==> src/rtl/bresenham_line_drawer.sv <==
// Bresenham line engine feeding vga_adapter (160x120 mode).
// Accepts two endpoints and a colour, then emits one pixel per clock on
// x/y/colour/plot for lines in any of the eight octants. Output strobes are
// registered one cycle behind the walking state, which gives the fixed
// two-cycle start-to-first-plot latency seen by the adapter.
module bresenham_line_drawer #(
  parameter int XW = 8,
  parameter int YW = 7,
  parameter int CW = 3
) (
  input  logic          clock,
  input  logic          resetn,
  input  logic          start,
  input  logic [XW-1:0] x0,
  input  logic [XW-1:0] x1,
  input  logic [YW-1:0] y0,
  input  logic [YW-1:0] y1,
  input  logic [CW-1:0] colour_in,
  output logic [XW-1:0] x,
  output logic [YW-1:0] y,
  output logic [CW-1:0] colour,
  output logic          plot,
  output logic          busy,
  output logic          done
);

  // Signed widths sized so that no endpoint pair can overflow the error term.
  localparam int DW  = XW + 2;
  localparam int EW  = XW + 3;
  localparam int E2W = XW + 4;

  typedef enum logic [1:0] {
    IDLE = 2'd0,
    INIT = 2'd1,
    DRAW = 2'd2,
    DONE = 2'd3
  } state_t;

  state_t state, next_state;

  // Latched request; input changes after acceptance have no effect.
  logic [XW-1:0] x0_r, x1_r;
  logic [YW-1:0] y0_r, y1_r;

  // Walk state.
  logic signed [DW-1:0] dx, dy;
  logic signed [EW-1:0] err;
  logic                 sx_pos, sy_pos;
  logic [XW-1:0]        cur_x;
  logic [YW-1:0]        cur_y;

  // Combinational setup and step terms.
  logic signed [DW-1:0]  x0_s, x1_s, y0_s, y1_s;
  logic signed [DW-1:0]  dx_init, dy_init;
  logic signed [EW-1:0]  err_init, err_next;
  logic signed [E2W-1:0] e2;
  logic                  step_x, step_y, at_end;
  logic [XW-1:0]         cur_x_next;
  logic [YW-1:0]         cur_y_next;

  // Setup (dx, dy, err) and per-pixel step arithmetic.
  always_comb begin
    // NOTE: every variable gets a default before any branch so no path
    // leaves it unassigned, which would otherwise infer a latch.
    x0_s       = signed'({2'b00, x0_r});
    x1_s       = signed'({2'b00, x1_r});
    y0_s       = signed'({{(DW-YW){1'b0}}, y0_r});
    y1_s       = signed'({{(DW-YW){1'b0}}, y1_r});
    dx_init    = (x0_r < x1_r) ? (x1_s - x0_s) : (x0_s - x1_s);
    dy_init    = (y0_r < y1_r) ? (y0_s - y1_s) : (y1_s - y0_s);
    err_init   = EW'(dx_init) + EW'(dy_init);

    at_end     = (cur_x == x1_r) && (cur_y == y1_r);
    e2         = E2W'(err) <<< 1;
    step_x     = (e2 >= E2W'(dy));
    step_y     = (e2 <= E2W'(dx));

    err_next   = err;
    cur_x_next = cur_x;
    cur_y_next = cur_y;
    if (step_x) begin
      err_next   = err_next + EW'(dy);
      cur_x_next = sx_pos ? (cur_x + XW'(1)) : (cur_x - XW'(1));
    end
    if (step_y) begin
      err_next   = err_next + EW'(dx);
      cur_y_next = sy_pos ? (cur_y + YW'(1)) : (cur_y - YW'(1));
    end
  end

  // State register.
  always_ff @(posedge clock or negedge resetn) begin
    // NOTE: clocked state uses non-blocking assignments so every flop samples
    // the pre-edge values regardless of statement order.
    if (!resetn) state <= IDLE;
    else         state <= next_state;
  end

  // Next-state logic.
  always_comb begin
    next_state = state;
    case (state)
      IDLE:    if (start) next_state = INIT;
      INIT:    next_state = DRAW;
      DRAW:    if (at_end) next_state = DONE;
      DONE:    next_state = IDLE;
      default: next_state = IDLE;
    endcase
  end

  // Capture endpoints and colour when a request is accepted in IDLE.
  always_ff @(posedge clock or negedge resetn) begin
    if (!resetn) begin
      x0_r   <= '0;
      x1_r   <= '0;
      y0_r   <= '0;
      y1_r   <= '0;
      colour <= '0;
    end else if (state == IDLE && start) begin
      x0_r   <= x0;
      x1_r   <= x1;
      y0_r   <= y0;
      y1_r   <= y1;
      colour <= colour_in;
    end
  end

  // Load the walk in INIT, then advance one pixel per DRAW cycle.
  always_ff @(posedge clock or negedge resetn) begin
    if (!resetn) begin
      dx     <= '0;
      dy     <= '0;
      err    <= '0;
      sx_pos <= 1'b0;
      sy_pos <= 1'b0;
      cur_x  <= '0;
      cur_y  <= '0;
    end else if (state == INIT) begin
      dx     <= dx_init;
      dy     <= dy_init;
      err    <= err_init;
      sx_pos <= (x0_r < x1_r);
      sy_pos <= (y0_r < y1_r);
      cur_x  <= x0_r;
      cur_y  <= y0_r;
    end else if (state == DRAW && !at_end) begin
      err    <= err_next;
      cur_x  <= cur_x_next;
      cur_y  <= cur_y_next;
    end
  end

  // Registered adapter-facing outputs, one cycle behind the walk state.
  always_ff @(posedge clock or negedge resetn) begin
    if (!resetn) begin
      x    <= '0;
      y    <= '0;
      plot <= 1'b0;
      busy <= 1'b0;
      done <= 1'b0;
    end else begin
      plot <= (state == DRAW);
      busy <= (state == INIT) || (state == DRAW);
      done <= (state == DONE);
      if (state == DRAW) begin
        x <= cur_x;
        y <= cur_y;
      end
    end
  end

endmodule

==> config.mk <==
export PLATFORM = sky130hd
export DESIGN_NAME = bresenham_line_drawer
export DESIGN_NICKNAME = d
export VERILOG_FILES = /design/src/rtl/bresenham_line_drawer.sv
export SDC_FILE = /design/constraint.sdc
export NUM_CORES = 1
export LEC_CHECK = 0
export ABC_AREA = 1
export CAP_MARGIN = 5
export CORE_MARGIN = 3
export CORE_UTILIZATION = 25
export DETAILED_ROUTE_END_ITERATION = 8
export PLACE_DENSITY = 0.51
export SKIP_CTS_REPAIR_TIMING = 1
export SLEW_MARGIN = 20
export SYNTH_ARGS = -nofsm -noshare
export SYNTH_HDL_FRONTEND = slang
export SYNTH_SLANG_ARGS = --single-unit
export TNS_END_PERCENT = 100
==> constraint.sdc <==
create_clock -name clock -period 5.7 [get_ports clock]
set_input_delay 1.14 -clock clock [delete_from_list [all_inputs] [get_ports clock]]
set_output_delay 1.14 -clock clock [all_outputs]
set_load 0.005 [all_outputs]
Yosys cells after proc, flatten, opt, wreduce, memory -nomap -nowiden

Index checks and enable logic that the tools add are counted.

Add/sub/neg operators: 11
Mux-type cells: 17
Equal/unequal tests: 7
Reduce and logical (&&, ||, !) cells: 12
Order comparisons: 4

Operator list:

| cell                | number |
|---|---|
| $mux 11             | 4 |
| $mux 8              | 4 |
| $mux 7              | 4 |
| $add 11x10->11      | 2 |
| $mux 10             | 2 |
| $sub 8x8->9         | 2 |
| $sub 7x7->8         | 2 |
| $ge 12x10->1        | 1 |
| $le 12x10->1        | 1 |
| $add 10x10->11      | 1 |
| $add 8x1->8 const B | 1 |
| $eq 8x8->1          | 1 |
| $lt 8x8->1          | 1 |
| $pmux 2 s4          | 1 |
| $sub 8x1->8 const B | 1 |
| $add 7x1->7 const B | 1 |
| $eq 7x7->1          | 1 |
| $lt 7x7->1          | 1 |
| $sub 7x1->7 const B | 1 |
| $reduce_and 2->1    | 3 |
| $reduce_bool 2->1   | 3 |
| $eq 2x2->1 const B  | 2 |
| $mux 2              | 2 |
| $ne 2x2->1 const B  | 2 |
| 5 further kinds     | 7 |

Word-level logic and storage cells: 69
Bits of input ports: 36
Bits in registers: 101

Longest topological paths before layout

Gate-level depths: netlist of the first run.

Depth after elaboration: 6
Depth in mapped cells: 29
Depth with buffers taken out: 28

Worst setup path before layout of the first run

Ideal clock, no wire load.

Path kind: reg2reg
From: register dy[8]
To: register err[4]
Setup slack: 2.614 ns
Data arrival time: 2.970 ns
Required time: 5.584 ns
Buffers on the path: 1
Cell stages (with the launch flop): 21
Cells stage by stage: dfrtp_1 > inv_1 > ha_1 > nand2_1 > inv_2 > a21oi_1 > nand4_1 > nand2_2 > inv_2 > buf_6 > nand2_1 > nand2_1 > ha_1 > fa_1 > nand3_1 > nand3_1 > xor2_1 > a21oi_1 > nand2_1 > nand2_1 > nand2_1

Longest elaborated chain between the ends: 6

Ends and longest elaborated chain:

| item                   | RTL line | RTL |
|---|---|---|
| start, declared        | 46       | `logic signed [DW-1:0] dx, dy;` |
| start signal, assigned | 140      | `dy <= dy_init;` |
| $ge 12x10->1 *         | 75       | `step_x = (e2 >= E2W'(dy));` |
| $mux 11 *              | 81       | `if (step_x) begin` |
| $add 11x10->11         | 86       | `err_next = err_next + EW'(dx);` |
| $mux 11 *              | 85       | `if (step_y) begin` |
| $mux 11 *              | 146      | `end else if (state == DRAW && !at_end) begin` |
| $mux 11 *              | 138      | `end else if (state == INIT) begin` |
| end signal, assigned   | 141      | `err <= err_init;` |
| end signal, assigned   | 147      | `err <= err_next;` |
| end, declared          | 47       | `logic signed [EW-1:0] err;` |

Mark *: on every way between the ends. The rest lies on a longest branch, timed or not. The select of a mux whose other input is x is not followed.
A chain may end at the register's enable or synchronous reset.

Worst setup path in the final report of the first run

Ends and elaborated chain as after synthesis.

==> metrics.md, run 1 <==
| Metric | Value |
|---|---|
| Die width | `187 µm` |
| DR WL/cell | `13.8 µm` |
| GPL Wtd Cong | `0.865` |
| Largest net degree at the start of global routing | `54` |
| Vias in the first global route | `7326` |
| Core Footprint | `31900 µm²` |
| Yosys warnings | `0` |
| Largest cells by area after synthesis | `dfrtp_1 (30%), ha_1 (15%), nand2_1 (13%)` |
| CP Launch Type | `flop` |
| Post-synth EDFFs | `0` |
| Worst Tran Pin Value | `0.825 ns` |
| DRT antenna net count | `0` |
| Synth Area in XOR/XNOR | `5.67%` |
| Mapped Cells | `1105` |
| Largest family of logic cells by synthesized area | `simple AND/OR/NAND/NOR gates` |
| Largest area contributor in the netlist | `dfrtp_1` |
| Initial DRT Pass Iterations | `5` |
| Status | `complete, no violations` |
| Syn avg cell area | `7.41 µm²` |
| IO Count | `57` |
| Mux contribution to synthesized area | `2.72%` |
| CP Data Required Time | `5.95 ns` |
| Synthesized Nets | `1248` |
| Slowest-stage cell, CP | `fa_1` |
| Max Fclk | `259 MHz` |
| Max-slew violation count | `0` |
| CP Max Fanout | `13` |
| HPWL Detailed | `17000 µm` |
| Total Wirelength | `21900 µm` |
| Ys async rst share | `100%` |
| Sum of negative setup slack | `0 ns` |
| Synthesis-stage register bit count | `98` |
| Final hold vios | `0` |
| Worst rel slew slack | `44.9%` |
| Initial DRC Count | `358` |
| Area of the die | `34900 µm²` |
| Fin area | `9450 µm²` |
| Max Clock Skew | `0.0149 ns` |
| CTS Sinks | `98` |
| Most common cell in the netlist | `nand2_1` |
| Skew-Pair Late Insertion Delay | `0.36 ns` |
| Nets | `1291` |
| Synth Area in Simple Gates | `22.9%` |
| Synth cell types | `45` |
| CP max stage delay | `0.49 ns` |
| Final core occ | `29.6%` |
| Initial antenna violation count | `0` |
| H-tree depth | `3` |
| Number of antenna repair diodes | `0` |
| CP endpoint kind | `flop` |
| Max_cap viols | `0` |
| Sequential area share after synthesis | `30.0%` |
| Synthesized area | `8180 µm²` |
| Clk Tree Root Cell | `clkbuf_16` |
| # rows | `65` |
| Top cell type's share of synthesized area | `30.0%` |
| Final period util | `67.8%` |
| Fillers | `3574` |
| Die Ht | `187 µm` |
| Crit-path most repeated cell | `nand2_1` |
| Final setup violation count | `0` |
| RSZ-0062 raised after global routing | `no` |
| Routed via count | `7063` |
| Initial Util | `25.7%` |
| Synth Area in Compound Gates | `12.8%` |
| Placed instance area | `9170 µm²` |
| Gr usage total | `12.8%` |
| Share of cells above drive strength 1 | `5.20%` |
| Post-Synth Adder-Cell Area | `17.2%` |
| Port buffer count | `56` |
| DRC | `0` |
| Ys flop type | `dfrtp_1` |
| Worst-path cell chain | `inv_1 -> ha_1 -> nand2_1 -> inv_2 -> a21oi_1 -> nand4_1 -> nand2_2 -> inv_2 -> nand2_1 -> nand2_1 -> ha_1 -> fa_1 -> nand3_1 -> nand3_1 -> xor2_1 -> a21oi_1 -> nand2_1 -> nand2_1 -> nand2_1` |
| Total global routing overflow | `0` |
| HP Class | `reg2reg` |
| TritonCTS buffer count | `9` |
| Top cells by count, synth | `nand2_1 (283), inv_1 (149), a21oi_1 (109)` |
| Crit path time final | `3.87 ns` |
| CTS Buffer Depth | `2` |
| Critical path class | `reg2reg` |
| Clock tree from TritonCTS | `built` |
| CTS clk-pin slew, worst paths | `0.08 ns` |
| Area growth syn-to-layout | `15.5%` |
| Vias per cell | `4.45` |
| Global-route wire length before repair | `37100 µm` |
| CP arrival | `4.11 ns` |
[metal layers]
layer	up-vias	share of wire, %	track usage [%]
met5	-	0	0
met4	0	1.3	2.94
met3	23	3.0	1.89
met2	98	45	21.2
met1	3272	50	17.7
li1	3670	-	-
[per-stage QoR]
step	worst slack, ns	hold WS, ns	std cells
2_1_floorplan	2.61	0.481	1105
3_3_place_gp	1.84	0.489	1572
3_5_place_dp	1.87	0.498	1572
5_1_grt	1.43	0.533	1588
4_1_cts	1.85	0.513	1588
6_report	1.83	0.511	1588
[critical path: cells and delay by family (launching register included)]
kind / cells / cell delay [ns]
and+or+nand+nor: 10 / 1.29
adders and majority gates: 3 / 1.07
buffers and inverters: 3 / 0.46
DFF: 1 / 0.41
AOI/OAI and AO/OA: 2 / 0.32
xor gates and xnor gates: 1 / 0.17
[area by class of cell]
cell class | instances | area, µm² | area share, %
Multi-Input combinational cell | 826 | 5010 | 53.0
Tap cell | 435 | 544 | 5.76
Clock inverter | 6 | 50.0 | 0.530
Sequential cell | 98 | 2450 | 25.9
Clock buffer | 10 | 229 | 2.42
Inverter | 153 | 574 | 6.08
Timing Repair Buffer | 60 | 588 | 6.22
[flip-flops by register name (all words and copies together) (netlist names), 8 cells and up]
| register | count |
|---|---|
| x | 8 |
| dx | 9 |
| x0_r | 8 |
| err | 11 |
| cur_x | 8 |
| dy | 8 |
| x1_r | 8 |
[path summary, 6_finish.rpt]
check | start | cells past startpoint | slack, ns | end
min | colour[1] | 1 | 0.51 | colour[1]
max | dy[8] | 19 | 1.83 | err[4]
max reg2reg | dy[8] | 19 | 1.83 | err[4]
max in group asynchronous | resetn | 2 | 3.75 | err[2]
min in group asynchronous | resetn | 1 | 0.85 | dx[8]
min reg2reg | colour[1] | 1 | 0.51 | colour[1]
[cell usage in the layout, fill, tap and decap left out, types with 18 or more instances in the layout]
| master | instances |
|---|---|
| a21oi_1 | 109 |
| clkdlybuf4s50_1 | 55 |
| dfrtp_1 | 98 |
| ha_1 | 98 |
| inv_1 | 149 |
| mux2_2 | 18 |
| nand2_1 | 282 |
| nand3_1 | 57 |
| nor2_1 | 85 |
| o21ai_0 | 47 |
| xnor2_1 | 21 |
| xor2_1 | 32 |
[cell families (layout without fill, tap and decap cells)]
| kind of cell | after synthesis | in the layout |
|---|---|---|
| and+or+nand+nor | 455 | 455 |
| AOI/OAI and AO/OA | 191 | 191 |
| buffers and inverters | 181 | 229 |
| adders and majority gates | 107 | 107 |
| DFF | 98 | 98 |
| xor gates and xnor gates | 53 | 53 |
| muxes | 20 | 20 |
Power of run 1 is not shown: default switching activity piles up to over one toggle a cycle in this logic, so the estimate is an artifact.
==> run 2: changes to the inputs <==
PLACE_DENSITY = 0.53   (was 0.51)
clock period = 3.3 ns   (was 5.7 ns; I/O delays follow)
==> run 2 against run 1 <==
Maximum frequency rose by 24%. Core utilization increased by 2.8 points. Largest cell class unchanged. Global-route usage shrank 0.11 points. Sequential share of layout area shrank 2.2 points. First-iteration DRC count down 2.5%. Highest routed layer unchanged.
==> metrics.md, run 2 (synthesized netlist as in run 1, its figures left out) <==
| Metric | Value |
|---|---|
| Routed via count | `7379` |
| HP Class | `in2async` |
| Final core occ | `32.5%` |
| Fin area | `10400 µm²` |
| Worst Tran Pin Value | `0.765 ns` |
| Skew-Pair Late Insertion Delay | `0.35 ns` |
| Worst setup path endpoint | `err[7]` |
| Crit path time final | `3.12 ns` |
| Die width | `187 µm` |
| Nets | `1357` |
| DRT antenna net count | `0` |
| Placed instance area | `9630 µm²` |
| Total Wirelength | `22600 µm` |
| Vias in the first global route | `7339` |
| IO Count | `57` |
| Gr usage total | `12.7%` |
| Die Ht | `187 µm` |
| CP arrival | `3.35 ns` |
| Clock tree from TritonCTS | `built` |
| HPWL Detailed | `17500 µm` |
| Largest net degree at the start of global routing | `66` |
| RR Endpoint | `err[7]` |
| Initial DRT Pass Iterations | `4` |
| Max Fclk | `321 MHz` |
| Final setup violation count | `0` |
| Final hold vios | `0` |
| Max-slew violation count | `0` |
| Initial antenna violation count | `0` |
| Reg with most FFs | `err` |
| Total global routing overflow | `0` |
| Initial Util | `25.7%` |
| Share of cells above drive strength 1 | `15.6%` |
| Clk Tree Root Cell | `clkbuf_16` |
| Hold WS | `0.268 ns` |
| CP endpoint kind | `flop` |
| DRC | `0` |
| Most common cell after layout, fill and taps aside | `nand2_1` |
| CTS clk-pin slew, worst paths | `0.07 ns` |
| R2R depth | `22` |
| Number of antenna repair diodes | `0` |
| CP max stage delay | `0.46 ns` |
| CP Launch Type | `flop` |
| GPL Wtd Cong | `0.883` |
| H-tree depth | `3` |
| Max_cap viols | `0` |
| Area growth syn-to-layout | `26.5%` |
| Global-route wire length before repair | `36800 µm` |
| # rows | `65` |
| Port buffer count | `56` |
| Crit-path most repeated cell | `nand2_1` |
| Initial DRC Count | `349` |
| Core Footprint | `31900 µm²` |
| Vias per cell | `4.46` |
| RSZ-0062 raised after global routing | `no` |
| Final period util | `94.4%` |
| Critical R2R Launch | `err[6]` |
| TritonCTS buffer count | `9` |
| Biggest regs | `err x11, dx x9` |
| Most frequent cells in the layout | `nand2_1 (277), inv_1 (145), dfrtp_1 (96)` |
| Max reg flops | `11` |
| Status | `complete, no violations` |
| CP Data Required Time | `3.53 ns` |
| Max Clock Skew | `0.00651 ns` |
| CP startpoint | `err[6]` |
| Worst rel slew slack | `49.0%` |
| Worst reg-to-reg setup slack | `0.18 ns` |
| CTS Buffer Depth | `2` |
| CP Max Fanout | `7` |
| CTS Sinks | `98` |
| DR WL/cell | `13.7 µm` |
| Critical path class | `reg2reg` |
| Fillers | `3469` |
| Area of the die | `34900 µm²` |
| Worst-path cell chain | `ha_1 -> nand2_1 -> inv_1 -> nand2_1 -> nand2_1 -> nand2_1 -> nand3_1 -> nand2_1 -> nand2_2 -> buf_4 -> nand2_1 -> nand2_1 -> ha_4 -> buf_4 -> nand3_1 -> nand2_2 -> nand3_1 -> nand2_1 -> xor2_1 -> a21oi_2 -> nand2_1 -> a21oi_1` |
| Slowest-stage cell, CP | `dfrtp_1` |
[run 2: cell type report]
class	count	area, µm²	share of cell area, %
clock buffers	10	239	2.31
inverters	153	579	5.60
flip-flops and latches	98	2450	23.7
multi-input cells	826	5340	51.6
clock inverters	5	86.3	0.834
repair buffers	126	1110	10.7
well taps	435	544	5.26
[run 2: through the flow]
| step | instances | setup slack, ns | TNS, ns |
|---|---|---|---|
| floorplan | 1105 | 0.214 | 0 |
| global placement | 1630 | -0.0387 | -0.0387 |
| detailed placement | 1630 | -0.0197 | -0.0241 |
| CTS | 1645 | -0.0621 | -0.193 |
| global route | 1653 | 0.00237 | 0 |
| finish | 1653 | 0.184 | 0 |
[run 2: worst max-delay path, delay by kind of cell (launching register included)]
| kind | cells | cell delay [ns] |
|---|---|---|
| AND/OR/NAND/NOR | 14 | 1.18 |
| AO/OA/AOI/OAI | 2 | 0.15 |
| XOR/XNOR | 1 | 0.21 |
| buffers and inverters | 3 | 0.33 |
| adder cells (fa/ha/maj) | 2 | 0.66 |
| flip-flops | 1 | 0.46 |
[run 2: worst min-delay path by stage]
stage          slack (ns)         to  cells past startpoint
3_5_place_dp         0.49  colour[2]                      1
5_1_grt              0.31      dx[5]                      1
3_3_place_gp         0.49  colour[2]                      1
4_1_cts              0.29      dx[5]                      1
6_report             0.27      dx[8]                      1
2_1_floorplan        0.36       busy                      0
[run 2: layer usage]
layer	part of all wire, %	vias to the layer above	GRT usage (%)	wire (µm)
li1	-	3794	-	-
met1	49	3455	17.2	11000
met2	47	110	21.3	10500
met3	3.3	20	1.99	755
met4	1.4	0	2.97	311
met5	0	-	0	0
Power of run 2 is left out for the same reason.
==> run 3: changes to the inputs <==
PLACE_DENSITY = 0.46   (was 0.53)
TNS_END_PERCENT = not set   (was 100)
==> run 3 against run 2 <==
Global-route usage rose by 0.76 points. Final cell count rose by 1.4%. Flip-flop and latch count did not move. Critical path depth fell by 5. Wire length rose by 5.0%.
==> metrics.md, run 3 (synthesized netlist as in run 1, its figures left out) <==
| Metric | Value |
|---|---|
| Status | `complete, no violations` |
| Max Clock Skew | `0.0131 ns` |
| TritonCTS buffer count | `9` |
| Gr usage total | `13.5%` |
| Fin area | `10800 µm²` |
| Initial DRT Pass Iterations | `5` |
| HP Class | `in2async` |
| Most frequent cells in the layout | `nand2_1 (257), inv_1 (140), dfrtp_1 (97)` |
| Nets | `1379` |
| Hold WS | `0.235 ns` |
| Initial Util | `25.7%` |
| Final period util | `96.4%` |
| Crit path time final | `3.18 ns` |
| Max reg flops | `11` |
| DRC | `0` |
| Area of the die | `34900 µm²` |
| Final setup violation count | `0` |
| CP Max Fanout | `8` |
| DR WL/cell | `14.1 µm` |
| DRT antenna net count | `0` |
| IO Count | `57` |
| Die width | `187 µm` |
| Share of cells above drive strength 1 | `21.0%` |
| Sum of negative setup slack | `0 ns` |
| Met3 usage in global routing | `2.10%` |
| CTS Sinks | `98` |
| HPWL Detailed | `18400 µm` |
| Vias per cell | `4.42` |
| Initial antenna violation count | `0` |
| Worst Tran Pin Value | `0.703 ns` |
| Global-route wire length before repair | `38800 µm` |
| Total global routing overflow | `0` |
| CP endpoint kind | `flop` |
| Die Ht | `187 µm` |
| Port buffer count | `56` |
| Max Fclk | `315 MHz` |
| RSZ-0062 raised after global routing | `yes` |
| Clk Tree Root Cell | `clkbuf_16` |
| Critical path class | `reg2reg` |
| R2R depth | `17` |
| Area growth syn-to-layout | `31.5%` |
| CP arrival | `3.42 ns` |
| # rows | `65` |
| RR Endpoint | `err[5]` |
| Met2 Use GR | `21.8%` |
| Largest net degree at the start of global routing | `69` |
| CTS clk-pin slew, worst paths | `0.08 ns` |
| Routing usage on met1 | `19.1%` |
| Placed instance area | `9750 µm²` |
| Skew-Pair Late Insertion Delay | `0.36 ns` |
| Most used routing layer | `met2` |
| Initial DRC Count | `301` |
| Vias in the first global route | `7513` |
| Clock tree from TritonCTS | `built` |
| Total Wirelength | `23700 µm` |
| CP Data Required Time | `3.54 ns` |
| Number of antenna repair diodes | `0` |
| Most common cell after layout, fill and taps aside | `nand2_1` |
| Core Footprint | `31900 µm²` |
| Reg with most FFs | `err` |
| Worst rel slew slack | `53.1%` |
| CTS Buffer Depth | `2` |
| Max_cap viols | `0` |
| Max-slew violation count | `0` |
| Dpl cells | `1646` |
| Worst reg-to-reg setup slack | `0.12 ns` |
| Critical R2R Launch | `err[2]` |
| H-tree depth | `3` |
| GPL Wtd Cong | `0.845` |
| Biggest regs | `err x11, dx x9` |
| Routed via count | `7414` |
| Final hold vios | `0` |
| Fin cells | `1676` |
| CP Launch Type | `flop` |
[run 3: worst max path at each step]
stage | start | to
6_report | err[2] | err[5]
3_5_place_dp | x0_r[0] | err[8]
2_1_floorplan | dy[8] | err[4]
4_1_cts | x0_r[0] | err[8]
3_3_place_gp | x0_r[0] | err[8]
5_1_grt | dy[8] | err[10]
[run 3: through the flow]
step | worst slack (ns) | util, %
6_report | 0.120 | 33.8
3_5_place_dp | -0.296 | 30.6
4_1_cts | -0.303 | 31.5
5_1_grt | -0.0940 | 33.8
3_3_place_gp | -0.308 | 30.6
2_1_floorplan | 0.214 | -
[run 3: cell type report]
| class | count | area, µm² |
|---|---|---|
| Multi-Input combinational cell | 826 | 5600 |
| Inverter | 153 | 587 |
| Clock buffer | 10 | 229 |
| Fill cell | 3462 | 21100 |
| Clock inverter | 6 | 73.8 |
| Sequential cell | 98 | 2450 |
| Tap cell | 435 | 544 |
| Timing Repair Buffer | 148 | 1280 |
[run 3: metal layers]
layer  vias up  wire [µm]
met4         0        231
met2       110      10800
met5         -          0
met3        13        735
met1      3463      11900
li1       3828          -
[run 3: critical path: stages, from the launching register on]
cell and delay, ns:
dfrtp_1 0.42, ha_1 0.30, a21oi_1 0.16, nand2_2 0.10, nand2_2 0.08, nand4_1 0.19, nand2_4 0.18, inv_6 0.07
buf_4 0.14, o21ai_4 0.24, ha_4 0.25, a21o_1 0.17, buf_4 0.14, a21oi_1 0.17, xor2_1 0.20, a21oi_1 0.09
nand2_1 0.09, a21oi_1 0.06
Power of run 3 is left out for the same reason.
